==> src/rtl/por_sequencer.sv <==
// -----------------------------------------------------------------------------
// por_sequencer
//
// Power-on reset sequencer. After the power-on reset (resetb) is released and
// the external reset pad (ext_resetb) is seen high, four domain resets are
// released one at a time. Bit 0 is released first, then 1, 2 and 3, with
// STAGE_DELAY clocks before each release. A reset request from the pad or from
// software drops every domain back into reset and restarts the sequence.
//
// Optional feature (macro POR_SEQ_ACK_EN):
//   After each release the sequencer waits for stage_ack[k] before it moves on
//   to the next stage. If no acknowledge arrives within ACK_TIMEOUT cycles,
//   the sticky seq_fault[k] flag is set and the sequence carries on.
//   When the macro is not defined, stage_ack is ignored and seq_fault is 0.
//
// Parameters:
//   STAGE_DELAY  clocks before each stage release (0 behaves as 1)
//   CNT_W        width of the delay/timeout counter
//   ACK_TIMEOUT  clocks allowed for each stage acknowledge (0 behaves as 1)
//
// Ports:
//   clk         in   sole clock, rising edge
//   resetb      in   async active-low power-on reset
//   ext_resetb  in   async active-low external reset request (synchronized here)
//   sw_reset    in   sync active-high single-cycle software reset request
//   stage_ack   in   [3:0] per-stage ready
//   rstb_out    out  [3:0] staged active-low domain resets (thermometer)
//   seq_done    out  all four stages released
//   seq_fault   out  [3:0] sticky per-stage acknowledge timeout flags
// -----------------------------------------------------------------------------
module por_sequencer #(
    parameter int STAGE_DELAY = 16,
    parameter int CNT_W       = 16,
    parameter int ACK_TIMEOUT = 1024
) (
    input  logic       clk,
    input  logic       resetb,
    input  logic       ext_resetb,
    input  logic       sw_reset,
    input  logic [3:0] stage_ack,
    output logic [3:0] rstb_out,
    output logic       seq_done,
    output logic [3:0] seq_fault
);

    // Terminal counts. A zero delay or timeout is treated as one cycle.
    localparam int               DLY_EFF  = (STAGE_DELAY < 1) ? 1 : STAGE_DELAY;
    localparam int               ACK_EFF  = (ACK_TIMEOUT < 1) ? 1 : ACK_TIMEOUT;
    localparam logic [CNT_W-1:0] DLY_LAST = CNT_W'(DLY_EFF - 1);
    localparam logic [CNT_W-1:0] ACK_LAST = CNT_W'(ACK_EFF - 1);
    localparam logic [CNT_W-1:0] CNT_MAX  = '1;

    typedef enum logic [1:0] {
        ST_HOLD = 2'd0,
        ST_DLY  = 2'd1,
        ST_DONE = 2'd2
`ifdef POR_SEQ_ACK_EN
        ,
        ST_ACK  = 2'd3
`endif
    } state_e;

    state_e           state_q, state_d;
    logic [1:0]       k_q, k_d;
    logic [CNT_W-1:0] cnt_q, cnt_d;
    logic [CNT_W-1:0] cnt_inc;
    logic [3:0]       rstb_out_q, rstb_out_d;
    logic             seq_done_q, seq_done_d;
    logic             ext_meta_q, ext_sync_q;
    logic             reset_req;

    // A pad reset or a software pulse drops every domain back into reset.
    assign reset_req = !ext_sync_q || sw_reset;

    // The counter saturates rather than wrapping.
    assign cnt_inc = (cnt_q == CNT_MAX) ? cnt_q : cnt_q + 1'b1;

`ifdef POR_SEQ_ACK_EN
    logic [3:0] fault_q, fault_d;
    assign seq_fault = fault_q;
`else
    logic unused_ack;
    assign seq_fault  = 4'b0000;
    assign unused_ack = ^{stage_ack, ACK_LAST};
`endif

    assign rstb_out = rstb_out_q;
    assign seq_done = seq_done_q;

    always_comb begin
        state_d    = state_q;
        k_d        = k_q;
        cnt_d      = cnt_q;
        rstb_out_d = rstb_out_q;
        seq_done_d = seq_done_q;
`ifdef POR_SEQ_ACK_EN
        fault_d    = fault_q;
`endif
        if (reset_req) begin
            // This takes priority over a stage release on the same edge.
            state_d    = ST_HOLD;
            k_d        = 2'd0;
            cnt_d      = '0;
            rstb_out_d = 4'b0000;
            seq_done_d = 1'b0;
        end else begin
            case (state_q)
                ST_HOLD: begin
                    state_d = ST_DLY;
                    k_d     = 2'd0;
                    cnt_d   = '0;
                end
                ST_DLY: begin
                    if (cnt_q == DLY_LAST) begin
                        rstb_out_d[k_q] = 1'b1;
                        cnt_d           = '0;
`ifdef POR_SEQ_ACK_EN
                        state_d = ST_ACK;
`else
                        if (k_q == 2'd3) begin
                            state_d    = ST_DONE;
                            seq_done_d = 1'b1;
                        end else begin
                            k_d = k_q + 2'd1;
                        end
`endif
                    end else begin
                        cnt_d = cnt_inc;
                    end
                end
`ifdef POR_SEQ_ACK_EN
                ST_ACK: begin
                    // Move on when the stage acknowledges, or when it times out.
                    // A timeout also sets that stage's sticky fault flag.
                    if (stage_ack[k_q] || (cnt_q == ACK_LAST)) begin
                        if (!stage_ack[k_q]) begin
                            fault_d[k_q] = 1'b1;
                        end
                        cnt_d = '0;
                        if (k_q == 2'd3) begin
                            state_d    = ST_DONE;
                            seq_done_d = 1'b1;
                        end else begin
                            state_d = ST_DLY;
                            k_d     = k_q + 2'd1;
                        end
                    end else begin
                        cnt_d = cnt_inc;
                    end
                end
`endif
                ST_DONE: begin
                    seq_done_d = 1'b1;
                end
                default: begin
                    state_d = ST_HOLD;
                end
            endcase
        end
    end

    always_ff @(posedge clk or negedge resetb) begin
        if (!resetb) begin
            ext_meta_q <= 1'b0;
            ext_sync_q <= 1'b0;
            state_q    <= ST_HOLD;
            k_q        <= 2'd0;
            cnt_q      <= '0;
            rstb_out_q <= 4'b0000;
            seq_done_q <= 1'b0;
`ifdef POR_SEQ_ACK_EN
            fault_q    <= 4'b0000;
`endif
        end else begin
            ext_meta_q <= ext_resetb;
            ext_sync_q <= ext_meta_q;
            state_q    <= state_d;
            k_q        <= k_d;
            cnt_q      <= cnt_d;
            rstb_out_q <= rstb_out_d;
            seq_done_q <= seq_done_d;
`ifdef POR_SEQ_ACK_EN
            fault_q    <= fault_d;
`endif
        end
    end

endmodule

==> config.mk <==
export PLATFORM = sky130hd
export DESIGN_NAME = por_sequencer
export DESIGN_NICKNAME = d
export VERILOG_FILES = /design/src/rtl/por_sequencer.sv
export SDC_FILE = /design/constraint.sdc
export NUM_CORES = 1
export LEC_CHECK = 0
export CORE_UTILIZATION = 50
export CTS_BUF_LIST = sky130_fd_sc_hd__clkbuf_8 sky130_fd_sc_hd__clkbuf_16
export DETAILED_ROUTE_END_ITERATION = 10
export MAX_ROUTING_LAYER = met4
export PLACE_DENSITY = 0.78
export SYNTH_ARGS = -nofsm -noshare
export SYNTH_HDL_FRONTEND = slang
export SYNTH_SLANG_ARGS = --single-unit
==> constraint.sdc <==
create_clock -name clk -period 3.7 [get_ports clk]
set_clock_uncertainty 0.2 [all_clocks]
set_input_delay 0.37 -clock clk [delete_from_list [all_inputs] [get_ports clk]]
set_output_delay 0.37 -clock clk [all_outputs]
set_load 0.02 [all_outputs]
* After elaboration in Yosys (flattened, before gate mapping)
Cells that the tools add are included.
** Cells by class
- Shifts and indexed selects :: 0
- Order comparisons :: 2
- Multipliers :: 0
- Reductions and logical operators :: 13
- Equality and inequality tests :: 10
- Bitwise operators :: 1
- Mux-type cells :: 21
- Divide/modulo/power cells :: 0
- $add $sub $neg :: 2
** Operators by type and width (number)
- two-way mux 16 bit :: 3
- case mux 16 bit (2 select lines) :: 1
- adder 16 x 1 -> 16 bit, second input constant :: 1
- equality test 16 bit, second input constant :: 1
- equality test 16 x 4 -> 1 bit, second input constant :: 1
- two-way mux 2 bit :: 6
- two-way mux 4 bit :: 3
- inequality test 3 bit, second input constant :: 3
- AND reduction 3 bit :: 3
- case mux 2 bit (3 select lines) :: 1
- nonzero test 3 bit :: 2
- equality test 2 bit, second input constant :: 2
- two-way mux 1 bit :: 4
- inequality test 4 bit, second input constant :: 1
- OR 4 bit :: 1
- case mux 2 bit (2 select lines) :: 1
- AND reduction 2 bit :: 2
- nonzero test 2 bit :: 2
- less-than comparator 2 x 3 -> 1 bit, second input constant :: 1
- adder 2 x 1 -> 2 bit, second input constant :: 1
- demux 1 bit (select 2 bit) :: 1
- equality test 2 x 1 -> 1 bit, second input constant :: 1
- greater-or-equal comparator 2 x 1 -> 1 bit, second input constant :: 1
- logical NOT 2 bit :: 1
- 5 further kinds :: 5
** Storage, ports and cells
- ROM bits :: 0
- Memories kept :: 0
- Output and inout bits :: 9
- Logic and storage cells :: 56
- Register bits after elaboration :: 27
- Latch bits :: 0
- Memory bits (writable) :: 0
- Input port bits :: 8

* Longest topological paths before layout
- Word-level depth :: 8
- Mapped depth :: 8
- Mapped depth without buffers :: 6

* Least setup slack after synthesis
No wires, ideal clock.
- Path type :: reg-to-reg
- Start :: reg cnt_q[0]
- End :: reg cnt_q[11]
- Cell stages (with the launch flop) :: 8
- Path slack :: 1652 ps
- Setup time :: 132 ps
- Path buffers :: 2
- Required time :: 3368 ps
- Period minus slack after synthesis :: 2048 ps
- Arrival :: 1716 ps
- Cells stage by stage :: dfrtp_1 -> ha_1 -> nand4_1 -> or4_1 -> buf_2 -> buf_6 -> a41oi_1 -> a31oi_1
** On the way
- Longest elaborated chain between the ends :: 5
- Elaborated cells between the ends (all ways) :: 9
- Classes of those cells :: 1 x add/sub; 3 x eq/ne; 4 x mux; 1 x reduce/logical
** RTL lines
- start: declaration :: RTL line 65 : logic [CNT_W-1:0] cnt_q, cnt_d;
- start signal: assignment :: RTL line 179 : cnt_q <= cnt_d;
- adder 16 x 1 -> 16 bit :: RTL line 76 : assign cnt_inc = (cnt_q == CNT_MAX) ? cnt_q : cnt_q + 1'b1;
- two-way mux 16 bit :: RTL line 76
- two-way mux 16 bit :: RTL line 114 : if (cnt_q == DLY_LAST) begin
- case mux 16 bit (2 select lines) :: RTL line 107 : case (state_q)
- two-way mux 16 bit :: RTL line 99 : if (reset_req) begin
Several ways; a longest one is shown, not always the timed one. The select of a mux whose other input is x is not followed.
A chain may end at the register's enable or synchronous reset.

* Worst setup path in the final report
- Start :: reg cnt_q[0]
- End :: reg cnt_q[3]
The elaborated chain is that of the path after synthesis.

==> key figures <==
Yosys
  • Synthesized instance count: 166
  • Ranking of synthesized cells by instance count: dfrtp_1 (27), a21oi_1 (17), nand2_1 (14)
  • Yosys warnings: 0
  • Register bit total from synthesis: 27
  • Synthesized area: approximately 1500 um2
  • Seq/Total Area, Yosys: approximately 46%
  • Synth async-reset ratio: 100%
  • Synth area leaders: dfrtp_1 (46%), a21oi_1 (5.8%), ha_1 (4.2%)
  • Top FF cell, synth: dfrtp_1
  • Share of the synthesized area in the top cell type: a little under half
  • Cell variety after synth: 34
  • Synth Area per Inst: 8.89 um2
  • Count leader, synth: dfrtp_1
  • Cell taking the most area after synthesis: dfrtp_1
  • Post-synth EDFFs: 0

Final layout
  • N_diodes: 0
  • Area of the multi-input gates: 699 um2
  • Share of cells above drive strength 1: 5.81%
  • Fillers: roughly 250
  • Post-Route Utilization: 57.4%
  • Nets: 186
  • Register area: a little under 700 um2
  • Area growth syn-to-layout: 8.14%

Routing
  • Via count: 1230
  • WL final: roughly 3000 um
  • Via-per-instance ratio: between 6 and 7
  • Detailed Routing Iterations Pass 1: 4
  • Drt drc: 0
  • Drt wl/cell: 14.9 um
  • Routed Antenna Nets: 0
  • Iter 0 DRT Violations: 60

Die
  • Die Ht: 56.3 um
  • Starting Density: 53.0%
  • # IOs: 17
  • Die Footprint: 3170 um2
  • Chip Width: 56.3 um
  • Core Rows: 19
  • Core area: about 2800 um2

Clock network
  • Root Driver: clkbuf_8
  • Worst skew pair latency: 280 ps
  • CTS tree: built
  • CTS Buf Count: 3
  • Clk sinks: 27
  • Clk buf depth: 2
  • # hold bufs at CTS: 0
  • Clock Pin Slew Worst Setup and Hold Paths: 100 ps
  • Post-CTS setup repair buffer count: 0
  • Post-CTS sizing: 0
  • H-Tree Depth: 1

GRT
  • Total track usage: 22.1%
  • First-pass GRT wire length: 5430 um
  • Total global routing overflow: 0
  • Vias in the first global route: 1232
  • Initial antenna violation count: 0
  • Largest net degree at the start of global routing: 22

Placement
  • Port Buffers: 8
  • Post-DP HPWL: 2210 um
  • Routability congestion estimate: slightly above 0.9

Timing
  • Final slew viol count: 0
  • Final setup TNS: 0 ps
  • Worst-Margin Slew: between 900 and 1000 ps
  • Final number of setup-violating endpoints: 0
  • Final Hold Viols: 0
  • Fraction of the cycle the final worst path needs: 66.3%
  • Period minus WS final: roughly 2500 ps
  • F_max: approximately 410 MHz
  • RSZ-0062 raised after global routing: false
  • Max_slew headroom: between 30% and 40%

Outcome
  • Status: finished clean

Setup path
  • Worst-path maximum fanout: 17
  • Worst Setup Start Kind: register
  • Arr. time, crit path: 2460 ps
  • Setup Crit Path Kind: register to register
  • Crit path required time: 3710 ps
  • Crit. End Element: register

Power and ir drop
  • VDD IR max: 0.377 mV
  • Leakage: 0.643 nW
  • Pwr Density: 309 nW/um2

Min path
  • Worst Hold Class: register to register

Run
  • Count of maximum capacitance violations: 0
[final timing paths]
check / startpoint / end / slack, ps / cells after the start
hold / removal: ext_meta_q$_DFF_PN0_ / ext_sync_q$_DFF_PN0_ / 160 / 0
hold reg to reg: ext_meta_q$_DFF_PN0_ / ext_sync_q$_DFF_PN0_ / 160 / 0
min in group asynchronous: resetb / cnt_q[12]$_DFFE_PN0P_ / 400 / 1
setup reg to reg: cnt_q[0]$_DFFE_PN0P_ / cnt_q[3]$_DFFE_PN0P_ / 1250 / 6
setup / recovery: cnt_q[0]$_DFFE_PN0P_ / cnt_q[3]$_DFFE_PN0P_ / 1250 / 6
max in group asynchronous: resetb / rstb_out[1]$_DFFE_PN0P_ / 2250 / 2
[area by class of cell]
class | instances | area share [%]
multi-input cells | 120 | 43.8
flip-flops and latches | 27 | 42.4
repair buffers | 9 | 5.49
inverters | 12 | 2.82
clock buffers | 3 | 2.59
well taps | 31 | 2.43
clock inverters | 1 | 0.471
[cells by family (layout without fill, tap and decap cells)]
family | Yosys count | after routing | synth area share [%]
compound gates | 41 | 41 | 15.9
buf+inv | 22 | 25 | 7.55
mux | 1 | 1 | 0.763
flops | 27 | 27 | 45.8
simple gates | 69 | 69 | 25.4
other cells | 1 | 4 | 0.254
fa+ha+maj | 5 | 5 | 4.24
[per-layer routing]
metal | vias up | GRT usage [%] | wire length (um)
li1 | 596 | - | -
met1 | 596 | 26.6 | 1310
met2 | 38 | 38.3 | 1560
met3 | 0 | 5.07 | 151
met4 | 0 | 4.53 | 0
met5 | - | - | 0
[cell usage in the layout (no fill, tap or decap), drive strengths merged, types with 4 or more instances in the layout]
master	instances
a21oi	17
a31oi	8
clkdlybuf4s50	8
conb	4
dfrtp	27
ha	5
inv	12
nand2	14
nand3	9
nand4	7
nor2	13
nor3	6
o21ai	10
or3	4
[through the flow]
| step | power, mW | hold slack, ps | setup slack [ps] | instances | cell area [um2] |
|---|---|---|---|---|---|
| floorplan | 0.319 | -126 | 1650 | 169 | 1490 |
| global placement | 0.326 | 142 | 1120 | 199 | 1550 |
| detailed placement | 0.327 | 137 | 1060 | 199 | 1550 |
| CTS | 0.501 | 170 | 1240 | 203 | 1600 |
| global route | 0.513 | 192 | 1060 | 203 | 1600 |
| finish | 0.492 | 165 | 1250 | 203 | 1600 |
[critical path, stage by stage, from the launching register on]
cell	delay, ps
dfrtp_1	390
ha_1	220
nand4_1	190
or4_1	840
nor2b_4	240
nand2b_4	130
a31oi_1	170
[power breakdown]
group,internal (mW),switching [mW]
clock network,0.0765,0.0954
logic,0.00633,0.0162
registers,0.297,0.00108
total,0.380,0.113
[registers in the layout, summed over array words and instances (netlist names)]
register    flops
cnt_q          16
state_q         2
seq_done        1
ext_sync_q      1
rstb_out        4
ext_meta_q      1
k_q             2
Power figures use the tool's default switching activity.
